**src/rtl/red_pitaya_mux_sched.sv**
```systemverilog
`default_nettype none
// ============================================================================
// Module      : red_pitaya_mux_sched
// Description : Round-robin sequencer for the FADS analog input multiplexer.
//               Steps the mux address through the enabled channels, blanks
//               the ADC for a settling time after every switch, integrates
//               ADC samples over a dwell window and hands each per-channel
//               sum downstream through a valid/ready handshake.
// Revision    : 1.0 - initial release
// ============================================================================
module red_pitaya_mux_sched #(
  parameter int CHNL = 6,   // number of mux channels (1..8)
  parameter int DW   = 14,  // ADC sample width, signed
  parameter int TW   = 16,  // settle/dwell counter width
  parameter int SW   = 30   // result width (DW+TW)
) (
  input  logic            adc_clk_i,
  input  logic            adc_rstn_i,
  input  logic            enable_i,
  input  logic [CHNL-1:0] active_channels_i,
  input  logic [TW-1:0]   settle_i,
  input  logic [TW-1:0]   dwell_i,
  input  logic [DW-1:0]   adc_dat_i,
  input  logic            clr_i,
  output logic [2:0]      mux_addr_o,
  output logic            measuring_o,
  output logic [SW-1:0]   res_dat_o,
  output logic [2:0]      res_chan_o,
  output logic            res_valid_o,
  input  logic            res_ready_i,
  output logic            ovf_o,
  output logic            busy_o
);

  typedef enum logic [1:0] {
    ST_IDLE    = 2'd0,
    ST_SWITCH  = 2'd1,
    ST_SETTLE  = 2'd2,
    ST_MEASURE = 2'd3
  } state_t;

  localparam logic [TW-1:0] c_one = {{(TW-1){1'b0}}, 1'b1};

  // Sequencer state
  state_t        state_q, state_d;
  logic          first_q, first_d;   // next SWITCH starts from channel 0
  logic [2:0]    addr_q, addr_d;
  logic [TW-1:0] dwell_q, dwell_d;   // dwell latched at SWITCH, already >= 1
  logic [TW-1:0] cnt_q, cnt_d;       // cycles remaining in SETTLE/MEASURE
  logic [SW-1:0] acc_q, acc_d;

  // Result holding register
  logic [SW-1:0] res_dat_q, res_dat_d;
  logic [2:0]    res_chan_q, res_chan_d;
  logic          res_valid_q, res_valid_d;
  logic          ovf_q, ovf_d;

  // Combinational helpers
  logic [SW-1:0] sample_sx;
  logic [TW-1:0] dwell_eff;
  logic [3:0]    search_start;
  logic          found_hi, found_lo;
  logic [2:0]    idx_hi, idx_lo;
  logic          next_found;
  logic [2:0]    next_chan;
  logic          new_result;
  logic          ovf_set;

  assign sample_sx = {{(SW-DW){adc_dat_i[DW-1]}}, adc_dat_i};
  assign dwell_eff = (dwell_i == '0) ? c_one : dwell_i;

  // Circular search for the next enabled channel: channels from search_start
  // upward win first, then the wrapped range 0..current (current last).
  always_comb begin
    search_start = 4'd0;
    if (!first_q) begin
      search_start = {1'b0, addr_q} + 4'd1;
    end
    if (search_start >= 4'(CHNL)) begin
      search_start = 4'd0;
    end
    found_hi = 1'b0;
    found_lo = 1'b0;
    idx_hi   = 3'd0;
    idx_lo   = 3'd0;
    // Walk downward so the lowest matching index is the one left standing.
    for (int i = CHNL - 1; i >= 0; i--) begin
      if (active_channels_i[i]) begin
        if (4'(i) >= search_start) begin
          found_hi = 1'b1;
          idx_hi   = 3'(i);
        end else begin
          found_lo = 1'b1;
          idx_lo   = 3'(i);
        end
      end
    end
    next_found = found_hi | found_lo;
    next_chan  = found_hi ? idx_hi : idx_lo;
  end

  // Next-state, counter and accumulator logic of the sequencer.
  always_comb begin
    state_d    = state_q;
    first_d    = first_q;
    addr_d     = addr_q;
    dwell_d    = dwell_q;
    cnt_d      = cnt_q;
    acc_d      = acc_q;
    res_dat_d  = res_dat_q;
    res_chan_d = res_chan_q;
    new_result = 1'b0;

    case (state_q)
      ST_IDLE: begin
        if (enable_i && (|active_channels_i)) begin
          state_d = ST_SWITCH;
          first_d = 1'b1;
        end
      end

      ST_SWITCH: begin
        first_d = 1'b0;
        if (!enable_i || !next_found) begin
          // Abort or empty mask: park with the address unchanged.
          state_d = ST_IDLE;
          cnt_d   = '0;
          acc_d   = '0;
        end else begin
          addr_d  = next_chan;
          dwell_d = dwell_eff;
          acc_d   = '0;
          if (settle_i != '0) begin
            state_d = ST_SETTLE;
            cnt_d   = settle_i - c_one;
          end else begin
            state_d = ST_MEASURE;
            cnt_d   = dwell_eff - c_one;
          end
        end
      end

      ST_SETTLE: begin
        if (!enable_i) begin
          state_d = ST_IDLE;
          cnt_d   = '0;
          acc_d   = '0;
        end else if (cnt_q == '0) begin
          state_d = ST_MEASURE;
          cnt_d   = dwell_q - c_one;
          acc_d   = '0;
        end else begin
          cnt_d = cnt_q - c_one;
        end
      end

      ST_MEASURE: begin
        if (!enable_i) begin
          // Partial sum is thrown away; no result is produced.
          state_d = ST_IDLE;
          cnt_d   = '0;
          acc_d   = '0;
        end else begin
          acc_d = acc_q + sample_sx;
          if (cnt_q == '0) begin
            new_result = 1'b1;
            res_dat_d  = acc_q + sample_sx;
            res_chan_d = addr_q;
            state_d    = ST_SWITCH;
          end else begin
            cnt_d = cnt_q - c_one;
          end
        end
      end

      default: begin
        state_d = ST_IDLE;
      end
    endcase
  end

  // Result handshake and sticky overflow; a new overflow beats clr_i.
  always_comb begin
    res_valid_d = res_valid_q;
    ovf_set     = 1'b0;
    if (res_valid_q && res_ready_i) begin
      res_valid_d = 1'b0;
    end
    if (new_result) begin
      res_valid_d = 1'b1;
      if (res_valid_q && !res_ready_i) begin
        ovf_set = 1'b1;
      end
    end
    ovf_d = ovf_q;
    if (ovf_set) begin
      ovf_d = 1'b1;
    end else if (clr_i) begin
      ovf_d = 1'b0;
    end
  end

  // Sequencer state register.
  always_ff @(posedge adc_clk_i or negedge adc_rstn_i) begin
    if (!adc_rstn_i) begin
      state_q <= ST_IDLE;
      first_q <= 1'b0;
      addr_q  <= 3'd0;
      dwell_q <= '0;
      cnt_q   <= '0;
      acc_q   <= '0;
    end else begin
      state_q <= state_d;
      first_q <= first_d;
      addr_q  <= addr_d;
      dwell_q <= dwell_d;
      cnt_q   <= cnt_d;
      acc_q   <= acc_d;
    end
  end

  // Result register and flags.
  always_ff @(posedge adc_clk_i or negedge adc_rstn_i) begin
    if (!adc_rstn_i) begin
      res_dat_q   <= '0;
      res_chan_q  <= 3'd0;
      res_valid_q <= 1'b0;
      ovf_q       <= 1'b0;
    end else begin
      res_dat_q   <= res_dat_d;
      res_chan_q  <= res_chan_d;
      res_valid_q <= res_valid_d;
      ovf_q       <= ovf_d;
    end
  end

  assign mux_addr_o  = addr_q;
  assign measuring_o = (state_q == ST_MEASURE);
  assign busy_o      = (state_q != ST_IDLE);
  assign res_dat_o   = res_dat_q;
  assign res_chan_o  = res_chan_q;
  assign res_valid_o = res_valid_q;
  assign ovf_o       = ovf_q;

endmodule
`default_nettype wire
```
**config.mk**
```make
export PLATFORM = sky130hd
export DESIGN_NAME = red_pitaya_mux_sched
export DESIGN_NICKNAME = d
export VERILOG_FILES = /design/src/rtl/red_pitaya_mux_sched.sv
export SDC_FILE = /design/constraint.sdc
export NUM_CORES = 1
export LEC_CHECK = 0
export CAP_MARGIN = 40
export CORE_MARGIN = 1.5
export CORE_UTILIZATION = 30
export CTS_CLUSTER_SIZE = 25
export DETAILED_ROUTE_END_ITERATION = 10
export GPL_ROUTABILITY_DRIVEN = 0
export PLACE_DENSITY = 0.47
export SETUP_SLACK_MARGIN = 0.4
export SLEW_MARGIN = 30
export SYNTH_ARGS = -nofsm -noshare
export SYNTH_HDL_FRONTEND = slang
export SYNTH_SLANG_ARGS = --single-unit
```
**constraint.sdc**
```tcl
create_clock -name adc_clk_i -period 3.01 [get_ports adc_clk_i]
set_clock_uncertainty 0.1 [all_clocks]
set_input_delay 0.4515 -clock adc_clk_i [delete_from_list [all_inputs] [get_ports adc_clk_i]]
set_output_delay 0.4515 -clock adc_clk_i [all_outputs]
set_load 0.02 [all_outputs]
```
==> metrics.md, run 1 <==
| Metric | Value |
|---|---|
| Via count | `7225` |
| Worst path top cell family by delay | `compound AO/OA/AOI/OAI gates` |
| Top_reg_cell synth | `dfrtp_1` |
| Pwr dens | `718.3 nW/um2` |
| Post-route insts no fill | `roughly 1400` |
| Net Switching | `~3.4 mW` |
| # diodes | `0` |
| Fill cells | `2189` |
| Unrepaired setup endpoints after global routing | `yes` |
| CP max stage delay | `390 ps` |
| Critical Path End Type | `flop` |
| Top cells by area, synth | `dfrtp_1 37%, nand2_1 7.9%, ha_1 6.1%` |
| Ys Warns | `0` |
| Critical path class | `reg2reg` |
| Layout net count | `1218` |
| Clock power frac | `0.156` |
| Initial antenna violation count | `0` |
| Via density | `around 5` |
| Post-route ant nets | `0` |
| Core Area | `22710 um2` |
| Detailed-route wire length per cell | `roughly 17 um` |
| First drt pass iteration count | `5` |
| Critical path required time | `~3200 ps` |
| CTS Buffer Depth | `2` |
| Worst R2R Start | `acc_q[0]` |
| Syn_nets | `925` |
| Max Cap Viol | `0` |
| Final WL | `around 23000 um` |
| Later-pin clock latency in the skew report | `around 360 ps` |
| Max VDD drop | `0.3334 mV` |
| CP Cell Sequence | `ha_2, fa_2, a21o_1, a21oi_2, nand2b_4, a21oi_4, a211o_4, buf_6, o41ai_4, xor2_1, o21ai_1` |
| R2R setup slack | `240 ps` |
| Share of the synthesized area in the top cell type | `0.3699` |
| Critical path peak fanout | `3` |
| Clock sink total | `103` |
| Pre-CTS WS | `-444.7 ps` |
| Layout cells sized above 1 | `0.3873` |
| Final WS setup | `around 240 ps` |
| Internal power | `4.702 mW` |
| Hold Fails Final Rpt | `5` |
| Area Growth Syn to Fin | `62.06%` |
| Pins Over Slew Limit | `0` |
| Die W | `155.4 um` |
| Flop pwr share | `0.272` |
| Die area | `24150 um2` |
| Final Critical Period | `2773 ps` |
| Static Leak | `5.166 nW` |
| Vias in the first global route | `7095` |
| Chip Height | `~160 um` |
| Slew margin rel. | `0.5772` |
| Reg area | `2582 um2` |
| R2r worst-path depth | `11` |
| DRC viols | `0` |
| Worst Path Arrival | `just under 3000 ps` |
| Combinational share of power | `0.572` |
| Grt ovf | `0` |
| Fin Hold WS | `-17.50 ps` |
| CP max stage cell | `dfrtp_1` |
| Seq/Total Area, Yosys | `0.3699` |
| Area leader, netlist | `dfrtp_1` |
| Seq cells post-synth | `103` |
| Post-synth EDFFs | `0` |
| Tcrit/Tclk final | `0.9214` |
| F_max | `between 0.3 and 0.4 GHz` |
| Mean post-synth cell area | `between 8 and 9 um2` |
| Commonest non-fill, non-tap cell in the layout | `buf_4` |
| Sw Share | `0.4204` |
| IO Port Bufs | `96` |
| Num CTS Buffers | `9` |
| Iteration-0 DRC Markers | `248` |
| Worst hold path type | `in2async` |
| IO Pins | `97` |
| H-tree levels | `3` |
| First-pass GRT wire length | `37240 um` |
| CTS Hold Buffers Added | `0` |
| Clock root cell | `clkbuf_16` |
| Final setup violation count | `0` |
| Starting Density | `0.3068` |
| Asr flop ratio synth | `1.000` |
| Largest net degree at the start of global routing | `44` |
| Area of the multi-input gates | `5218 um2` |
| DP HPWL | `16440 um` |
| Placed cell count | `1325` |
| Cell variety after synth | `between 70 and 80` |
| Syn Std Cell Area | `6968 um2` |
| Failing checks | `negative hold slack` |
| Startpoint types | `flop` |
| Number of placement rows | `55` |
| Reg clk slew, reported paths | `about 80 ps` |
| Worst slew pin tran | `631.8 ps` |
| Reg2reg end | `res_dat_o[22]` |
| WP buf/inv | `1` |
| CTS tree | `built` |
| Post-Syn Instances | `833` |
| Most frequent cells in the layout | `181 x buf_4, 113 x nand2_1, 99 x dfrtp_1` |
| Status | `finished, violations left` |
| All-Layer GR Usage | `0.1947` |
power by group through the flow:
stage / Combinational [mW] / Clock, mW / Sequential [mW]
6_report: 4.64 / 1.26 / 2.21
5_1_grt: 5.07 / 1.35 / 2.27
4_1_cts: 4.28 / 1.30 / 2.19
3_5_place_dp: 3.64 / 0 / 2.19
3_3_place_gp: 3.64 / 0 / 2.19
2_1_floorplan: 2.34 / 0 / 2.10
sequential cells by signal, summed over array words and instances (netlist names):
name	count
res_chan_o	3
state_q	2
ovf_o	1
res_dat_o	30
dwell_q	16
mux_addr_o	3
first_q	1
cnt_q	16
acc_q	30
res_valid_o	1
metrics by stage:
stage | total power [mW] | cell area [um2] | hold slack [ps] | util | setup TNS (ps)
2_1_floorplan | 4.440 | 7244 | 55.91 | - | 0
5_1_grt | 8.681 | 11290 | 37.68 | 0.4972 | 0
4_1_cts | 7.768 | 10760 | 17.67 | 0.4739 | 0
3_5_place_dp | 5.827 | 9507 | 355.4 | 0.4186 | -9635
6_report | 8.111 | 11290 | -17.50 | 0.4972 | 0
3_3_place_gp | 5.832 | 9507 | 350.0 | 0.4186 | -9177
cells by family (layout without fill, tap and decap cells):
kind of cell / after synthesis / after routing / synth area share
AND/OR/NAND/NOR: 322 / 322 / 0.2216
AO/OA/AOI/OAI: 258 / 258 / 0.2255
flip-flops: 103 / 103 / 0.3699
XOR/XNOR: 56 / 56 / 0.07039
buffers and inverters: 47 / 345 / 0.02963
adder cells (fa/ha/maj): 35 / 35 / 0.06393
multiplexers: 12 / 12 / 0.01903
synth_stat cells (4+ instances only):
cell type  number
a21oi_1        84
inv_1          17
a31oi_1         6
or2_2           4
o31ai_1         5
nand2b_1       13
nor3_1         24
mux2_2         10
o22ai_1        11
dfrtp_1       103
xnor2_1        29
nor2_1         53
o21ai_1        29
a211oi_1        6
or3_1          10
nand2_1       146
nand4_1         6
nand3_1        16
a211o_1         4
buf_2           6
clkbuf_1       18
nor4_1         11
a22o_1         15
or4_1           8
a21o_1         14
ha_1           34
buf_4           4
o21ai_0        52
nor2b_1         4
xor2_1         27
how the worst max path moves through the flow:
stage                     start  cells after the start             to
floorplan           settle_i[9]                     13      cnt_q[14]
global placement    settle_i[3]                     16      cnt_q[14]
detailed placement  settle_i[1]                     16      cnt_q[14]
CTS                    acc_q[0]                     11  res_dat_o[24]
global route           acc_q[0]                     11  res_dat_o[24]
finish                 acc_q[0]                     11  res_dat_o[22]
per-layer routing:
layer | vias to the layer above | track usage | part of all wire
li1 | 3583 | - | -
met1 | 3460 | 0.2583 | 0.46
met2 | 154 | 0.3306 | 0.48
met3 | 28 | 0.03148 | 0.036
met4 | 0 | 0.04762 | 0.019
met5 | - | 0 | 0
worst register-to-register path, delay by kind of cell, from the launching register on:
family,cells,cell delay (ps)
AO/OA/AOI/OAI,6,1120
adder cells (fa/ha/maj),2,560
XOR/XNOR,1,210
flip-flops,1,390
buffers and inverters,1,130
AND/OR/NAND/NOR,1,160
cell type report:
cell class	count	area share
Inverter	17	0.005651
Clock inverter	7	0.007978
Timing Repair Buffer	312	0.2441
Sequential cell	103	0.2287
Multi-Input combinational cell	683	0.4620
Tap cell	285	0.03158
Clock buffer	9	0.01994
what timing repair did:
item / in CTS / in global routing
setup endpoints to repair: 72 / 72
gates resized for setup: 193 / 112
cloned: 4 / 0
pin swaps: 85 / 75
buffers inserted: 43 / 28
(Power assumes the default switching activity.)
==> inputs of run 2 (changes only) <==
--- a/config.mk
+++ b/config.mk
@@ -6,12 +6,14 @@
 export NUM_CORES = 1
 export LEC_CHECK = 0
 export CAP_MARGIN = 40
-export CORE_MARGIN = 1.5
+export CELL_PAD_IN_SITES_DETAIL_PLACEMENT = 0
+export CELL_PAD_IN_SITES_GLOBAL_PLACEMENT = 1
+export CORE_MARGIN = 3
 export CORE_UTILIZATION = 30
 export CTS_CLUSTER_SIZE = 25
 export DETAILED_ROUTE_END_ITERATION = 10
 export GPL_ROUTABILITY_DRIVEN = 0
-export PLACE_DENSITY = 0.47
+export PLACE_DENSITY = 0.6
 export SETUP_SLACK_MARGIN = 0.4
 export SLEW_MARGIN = 30
 export SYNTH_ARGS = -nofsm -noshare
==> metrics.md, run 2 (same netlist as run 1, synthesis figures left out) <==
| Metric | Value |
|---|---|
| Status | `finished clean` |
| Clock power frac | `0.157 (about the same)` |
| Post-route ant nets | `0 (unchanged)` |
| Final Critical Period | `2732 ps (-41.57 ps)` |
| CTS tree | `built` |
| Max Cap Viol | `0 (unchanged)` |
| Critical path peak fanout | `6 (+3)` |
| Critical Path End Type | `flop` |
| Grt ovf | `0 (unchanged)` |
| Via count | `7008 (-3.0%)` |
| DRC viols | `0 (unchanged)` |
| Chip Height | `158.4 um (+1.9%)` |
| Critical path required time | `3210 ps (+50 ps)` |
| Critical path class | `reg2reg` |
| Placed cell count | `1333 (+0.60%)` |
| Max VDD drop | `0.2957 mV (-11%)` |
| Setup TNS | `0 ps (unchanged)` |
| Flop pwr share | `0.277 (+0.005)` |
| Pwr dens | `730.8 nW/um2 (+1.7%)` |
| Final Util | `0.4758 (-0.02143)` |
| Via density | `5.060 (-0.83%)` |
| Combinational share of power | `0.566 (-0.006)` |
| Clock root cell | `clkbuf_16` |
| Placed cell areas | `9567 um2 (+0.63%)` |
| Vias in the first global route | `7119 (+0.34%)` |
| Hold Fails Final Rpt | `0 (-5)` |
| First-pass GRT wire length | `36880 um (-0.96%)` |
| Fill cells | `2241 (+2.4%)` |
| Power Total | `7.897 mW (-2.6%)` |
| First drt pass iteration count | `4 (-1)` |
| Startpoint types | `flop` |
| Internal power | `4.548 mW (-3.3%)` |
| Unrepaired setup endpoints after global routing | `yes` |
| # diodes | `0 (unchanged)` |
| Reg clk slew, reported paths | `80 ps (about the same)` |
| Worst slew pin tran | `903.5 ps (+271.7 ps)` |
| Pre-CTS WS | `-457.0 ps (-12.29 ps)` |
| Final setup violation count | `0 (unchanged)` |
| Fin Hold WS | `4.679 ps (+22.18 ps)` |
| Slew margin rel. | `0.3954 (-0.1818)` |
| CTS Buffer Depth | `2 (unchanged)` |
| H-tree levels | `3 (unchanged)` |
| All-Layer GR Usage | `0.1824 (-0.01227)` |
| Area Growth Syn to Fin | `55.07%` |
| Later-pin clock latency in the skew report | `360 ps (about the same)` |
| Sw Share | `0.4240 (+0.003678)` |
| Post-route insts no fill | `1385 (-2.2%)` |
| Worst Path Arrival | `2930 ps (about the same)` |
| Commonest non-fill, non-tap cell in the layout | `buf_4` |
| Num CTS Buffers | `9 (unchanged)` |
| Layout cells sized above 1 | `0.3536 (-0.03363)` |
| Detailed-route wire length per cell | `16.53 um (about the same)` |
| Number of placement rows | `55 (unchanged)` |
| Net Switching | `3.349 mW (-1.8%)` |
| F_max | `0.3661 GHz (+1.5%)` |
| Iteration-0 DRC Markers | `258 (+4.0%)` |
| Core Area | `22710 um2 (unchanged)` |
| Clock sink total | `103 (unchanged)` |
| Final WL | `22890 um (-2.2%)` |
| Static Leak | `4.887 nW (-5.4%)` |
| IO Port Bufs | `96 (unchanged)` |
| Pins Over Slew Limit | `0 (unchanged)` |
| Layout net count | `1187 (-2.5%)` |
| Post-route design area | `10810 um2 (-4.3%)` |
| IO Pins | `97 (unchanged)` |
| Tcrit/Tclk final | `0.9076 (-0.01381)` |
| DP HPWL | `16560 um (+0.77%)` |
| Most frequent cells in the layout | `159 x buf_4, 128 x nand2_1, 100 x dfrtp_1` |
| Starting Density | `0.3068 (unchanged)` |
| Final WS setup | `278.2 ps (+41.57 ps)` |
| Initial antenna violation count | `0 (unchanged)` |
| Die W | `158.4 um (+1.9%)` |
| Worst hold path type | `in2async` |
| Largest net degree at the start of global routing | `49 (+11%)` |
| CTS Hold Buffers Added | `0 (unchanged)` |
| Die area | `25090 um2 (+3.9%)` |
-- run 2: per-layer routing --
| layer | GRT usage | wire length, um |
|---|---|---|
| met5 | 0 | 0 |
| met4 | 0.05080 | 360 |
| met3 | 0.01740 | 609 |
| met2 | 0.3121 | 11240 |
| met1 | 0.2466 | 10680 |
-- run 2: power groups by stage --
| stage | clock network [mW] | registers, mW | logic (mW) |
|---|---|---|---|
| after CTS | 1.28 | 2.17 | 4.09 |
| after global placement | 0 | 2.17 | 3.66 |
| after floorplan | 0 | 2.10 | 2.34 |
| final | 1.24 | 2.19 | 4.47 |
| after global routing | 1.32 | 2.25 | 4.90 |
| after detailed placement | 0 | 2.18 | 3.68 |
-- run 2: repair_timing --
item | in CTS | in global routing
pin swaps | 77 | 64
gates resized for setup | 150 | 129
endpoints found under the setup margin | 73 | 75
cloned | 1 | 2
buffers inserted | 26 | 7
endpoints found under the hold margin | 0 | 0
-- run 2: worst max-delay path, cell delays in order, from the launching register on --
cell and delay [ps]:
dfrtp_2 430, ha_4 280, or3b_1 370, a21oi_2 180
o31ai_4 110, o21ai_4 220, o31ai_4 130, buf_4 160
or4_4 480, a21oi_2 130, a21o_1 90
-- run 2: cell type report --
type	instances	area [um2]	share of cell area
Timing Repair Buffer	281	2394	0.2215
Tap cell	285	356.6	0.03300
Multi-Input combinational cell	683	5101	0.4721
Sequential cell	103	2581	0.2389
Clock buffer	9	225.2	0.02084
Inverter	17	66.31	0.006137
Clock inverter	7	81.33	0.007527
-- run 2: final timing paths --
path / startpoint / endpoint / slack (ps) / cells after the start
max reg2reg: mux_addr_o[0] / cnt_q[15] / 280 / 10
min reg2reg: res_dat_o[0] / res_dat_o[0] / 370 / 2
max: mux_addr_o[0] / cnt_q[15] / 280 / 10
min: adc_rstn_i / res_dat_o[6] / 5 / 1
min in group adc_clk_i: dwell_i[14] / dwell_q[14] / 320 / 4
max in group asynchronous: adc_rstn_i / state_q[1] / 2110 / 2
==> inputs of run 3 (changes only) <==
--- a/config.mk
+++ b/config.mk
@@ -8,7 +8,6 @@
 export CAP_MARGIN = 40
 export CELL_PAD_IN_SITES_DETAIL_PLACEMENT = 0
 export CELL_PAD_IN_SITES_GLOBAL_PLACEMENT = 1
-export CORE_MARGIN = 3
 export CORE_UTILIZATION = 30
 export CTS_CLUSTER_SIZE = 25
 export DETAILED_ROUTE_END_ITERATION = 10
==> metrics.md, run 3 (same netlist as run 1, synthesis figures left out) <==
| Metric | Value |
|---|---|
| Fin Hold WS | `-7.564 ps (-12.24 ps)` |
| Reg clk slew, reported paths | `80 ps (about the same)` |
| All-Layer GR Usage | `0.1981 (+0.01574)` |
| F_max | `0.3653 GHz (-0.20%)` |
| Reg2reg end | `res_dat_o[22]` |
| Placed cell count | `1329 (-0.30%)` |
| CTS tree | `built` |
| Area Growth Syn to Fin | `60.17%` |
| Worst hold path type | `in2async` |
| CTS Hold Buffers Added | `0 (unchanged)` |
| Final WL | `23140 um (+1.1%)` |
| Final setup violation count | `0 (unchanged)` |
| DP HPWL | `16390 um (-1.1%)` |
| Pwr dens | `702.1 nW/um2 (-3.9%)` |
| Clock root cell | `clkbuf_16` |
| Via density | `5.076 (+0.31%)` |
| Final Critical Period | `2737 ps (+5.372 ps)` |
| R2R setup slack | `270 ps (about the same)` |
| Post-route ant nets | `0 (unchanged)` |
| DRC viols | `0 (unchanged)` |
| First-pass GRT wire length | `37830 um (+2.6%)` |
| Max VDD drop | `0.3210 mV (+8.6%)` |
| Final WS setup | `272.8 ps (-5.372 ps)` |
| Startpoint types | `flop` |
| Most frequent cells in the layout | `183 x buf_4, 121 x nand2_1, 100 x dfrtp_1` |
| Slew margin rel. | `0.5815 (+0.1861)` |
| Unrepaired setup endpoints after global routing | `yes` |
| Pre-CTS WS | `-518.2 ps (-61.17 ps)` |
| Later-pin clock latency in the skew report | `360 ps (about the same)` |
| Layout cells sized above 1 | `0.3837 (+0.03002)` |
| Critical Path End Type | `flop` |
| CTS Buffer Depth | `2 (unchanged)` |
| R2r worst-path depth | `11 (+1)` |
| Die area | `23840 um2 (-5.0%)` |
| Status | `finished, violations left` |
| Via count | `7162 (+2.2%)` |
| Critical path class | `reg2reg` |
| Post-route insts no fill | `1411 (+1.9%)` |
| Core Area | `22710 um2 (unchanged)` |
| Power Total | `7.836 mW (-0.77%)` |
| Chip Height | `154.4 um (-2.5%)` |
| First drt pass iteration count | `4 (unchanged)` |
| Starting Density | `0.3068 (unchanged)` |
| Clock sink total | `103 (unchanged)` |
| Num CTS Buffers | `9 (unchanged)` |
| Worst Path Arrival | `2880 ps (-50 ps)` |
| Hold Fails Final Rpt | `2 (+2)` |
| Grt ovf | `0 (unchanged)` |
| Tcrit/Tclk final | `0.9094 (+0.001785)` |
| CP Cell Sequence | `ha_2, fa_2, a21o_1, a21oi_2, nand2b_4, a21oi_4, a211o_4, buf_6, o41ai_4, xor2_1, o21ai_1` |
| Failing checks | `negative hold slack` |
| Iteration-0 DRC Markers | `296 (+15%)` |
| Worst R2R Start | `acc_q[0]` |
| Vias in the first global route | `7303 (+2.6%)` |
| Post-route design area | `11160 um2 (+3.3%)` |
| Die W | `154.4 um (-2.5%)` |
| H-tree levels | `3 (unchanged)` |
| # diodes | `0 (unchanged)` |
| Worst path top cell family by delay | `compound AO/OA/AOI/OAI gates` |
| Largest net degree at the start of global routing | `47 (-4.1%)` |
| CP max stage cell | `dfrtp_1` |
| Initial antenna violation count | `0 (unchanged)` |
| Setup TNS | `0 ps (unchanged)` |
| Max Cap Viol | `0 (unchanged)` |
| Worst slew pin tran | `627.8 ps (-275.7 ps)` |
| WP buf/inv | `1 (unchanged)` |
| Placed cell areas | `9537 um2 (-0.31%)` |
| Critical path required time | `3150 ps (-60 ps)` |
| CP max stage delay | `390 ps (-90 ps)` |
| Final Util | `0.4915 (+0.01565)` |
| Layout net count | `1213 (+2.2%)` |
| Detailed-route wire length per cell | `16.40 um (-0.76%)` |
| Pins Over Slew Limit | `0 (unchanged)` |
| IO Port Bufs | `96 (unchanged)` |
| IO Pins | `97 (unchanged)` |
| Static Leak | `5.034 nW (+3.0%)` |
| Commonest non-fill, non-tap cell in the layout | `buf_4` |
| Number of placement rows | `55 (unchanged)` |
| Critical path peak fanout | `3 (-3)` |
## run 3: changes by cell type in the layout (fill, tap and decap cells not counted), moves of 4 or more
cell and delta:
nand2_2 +11, nand2_1 -7, clkbuf_2 -13, buf_6 +16
buf_4 +24, ha_4 +4, nand2_4 -4
## run 3: cell type report
type	count	area [um2]
well taps	285	356.6
fillers	2197	11550
flip-flops and latches	103	2581
inverters	17	63.81
clock inverters	7	57.56
clock buffers	9	225.2
repair buffers	307	2710
multi-input cells	683	5166
## run 3: per-layer routing
layer  wire (um)  track usage  part of all wire  up-vias
li1            -            -                 -     3583
met5           0            0                 0        -
met3         663      0.02354             0.029       24
met1       10660       0.2583              0.46     3422
met4         456      0.05941             0.020        0
met2       11370       0.3424              0.49      133
## run 3: power by group
| part | internal (mW) | switching [mW] |
|---|---|---|
| registers | 1.76 | 0.424 |
| logic | 2.16 | 2.34 |
| clock network | 0.570 | 0.573 |
| total | 4.50 | 3.34 |
## run 3: worst max path at each step
stage          slack [ps]   startpoint  depth (start not counted)            end
6_report              270     acc_q[0]                         11  res_dat_o[22]
5_1_grt               150     acc_q[0]                         11  res_dat_o[22]
4_1_cts               250     acc_q[4]                         10  res_dat_o[29]
3_5_place_dp         -520   dwell_i[6]                         14      cnt_q[14]
3_3_place_gp         -540  settle_i[3]                         11      cnt_q[14]
2_1_floorplan         280  settle_i[9]                         13      cnt_q[14]
## run 3: timing repair
action                                  CTS  global route
pin swaps                                75            71
cloned                                    2             3
resized for setup                       200           115
endpoints found under the setup margin   74            70
buffers inserted                         44            17
## run 3: worst reg2reg max path, delay by kind of cell (launching register included)
kind	cells	cell delay, ps
xor+xnor	1	210
buf+inv	1	130
fa+ha+maj	2	540
flops	1	390
simple gates	1	160
compound gates	6	1080
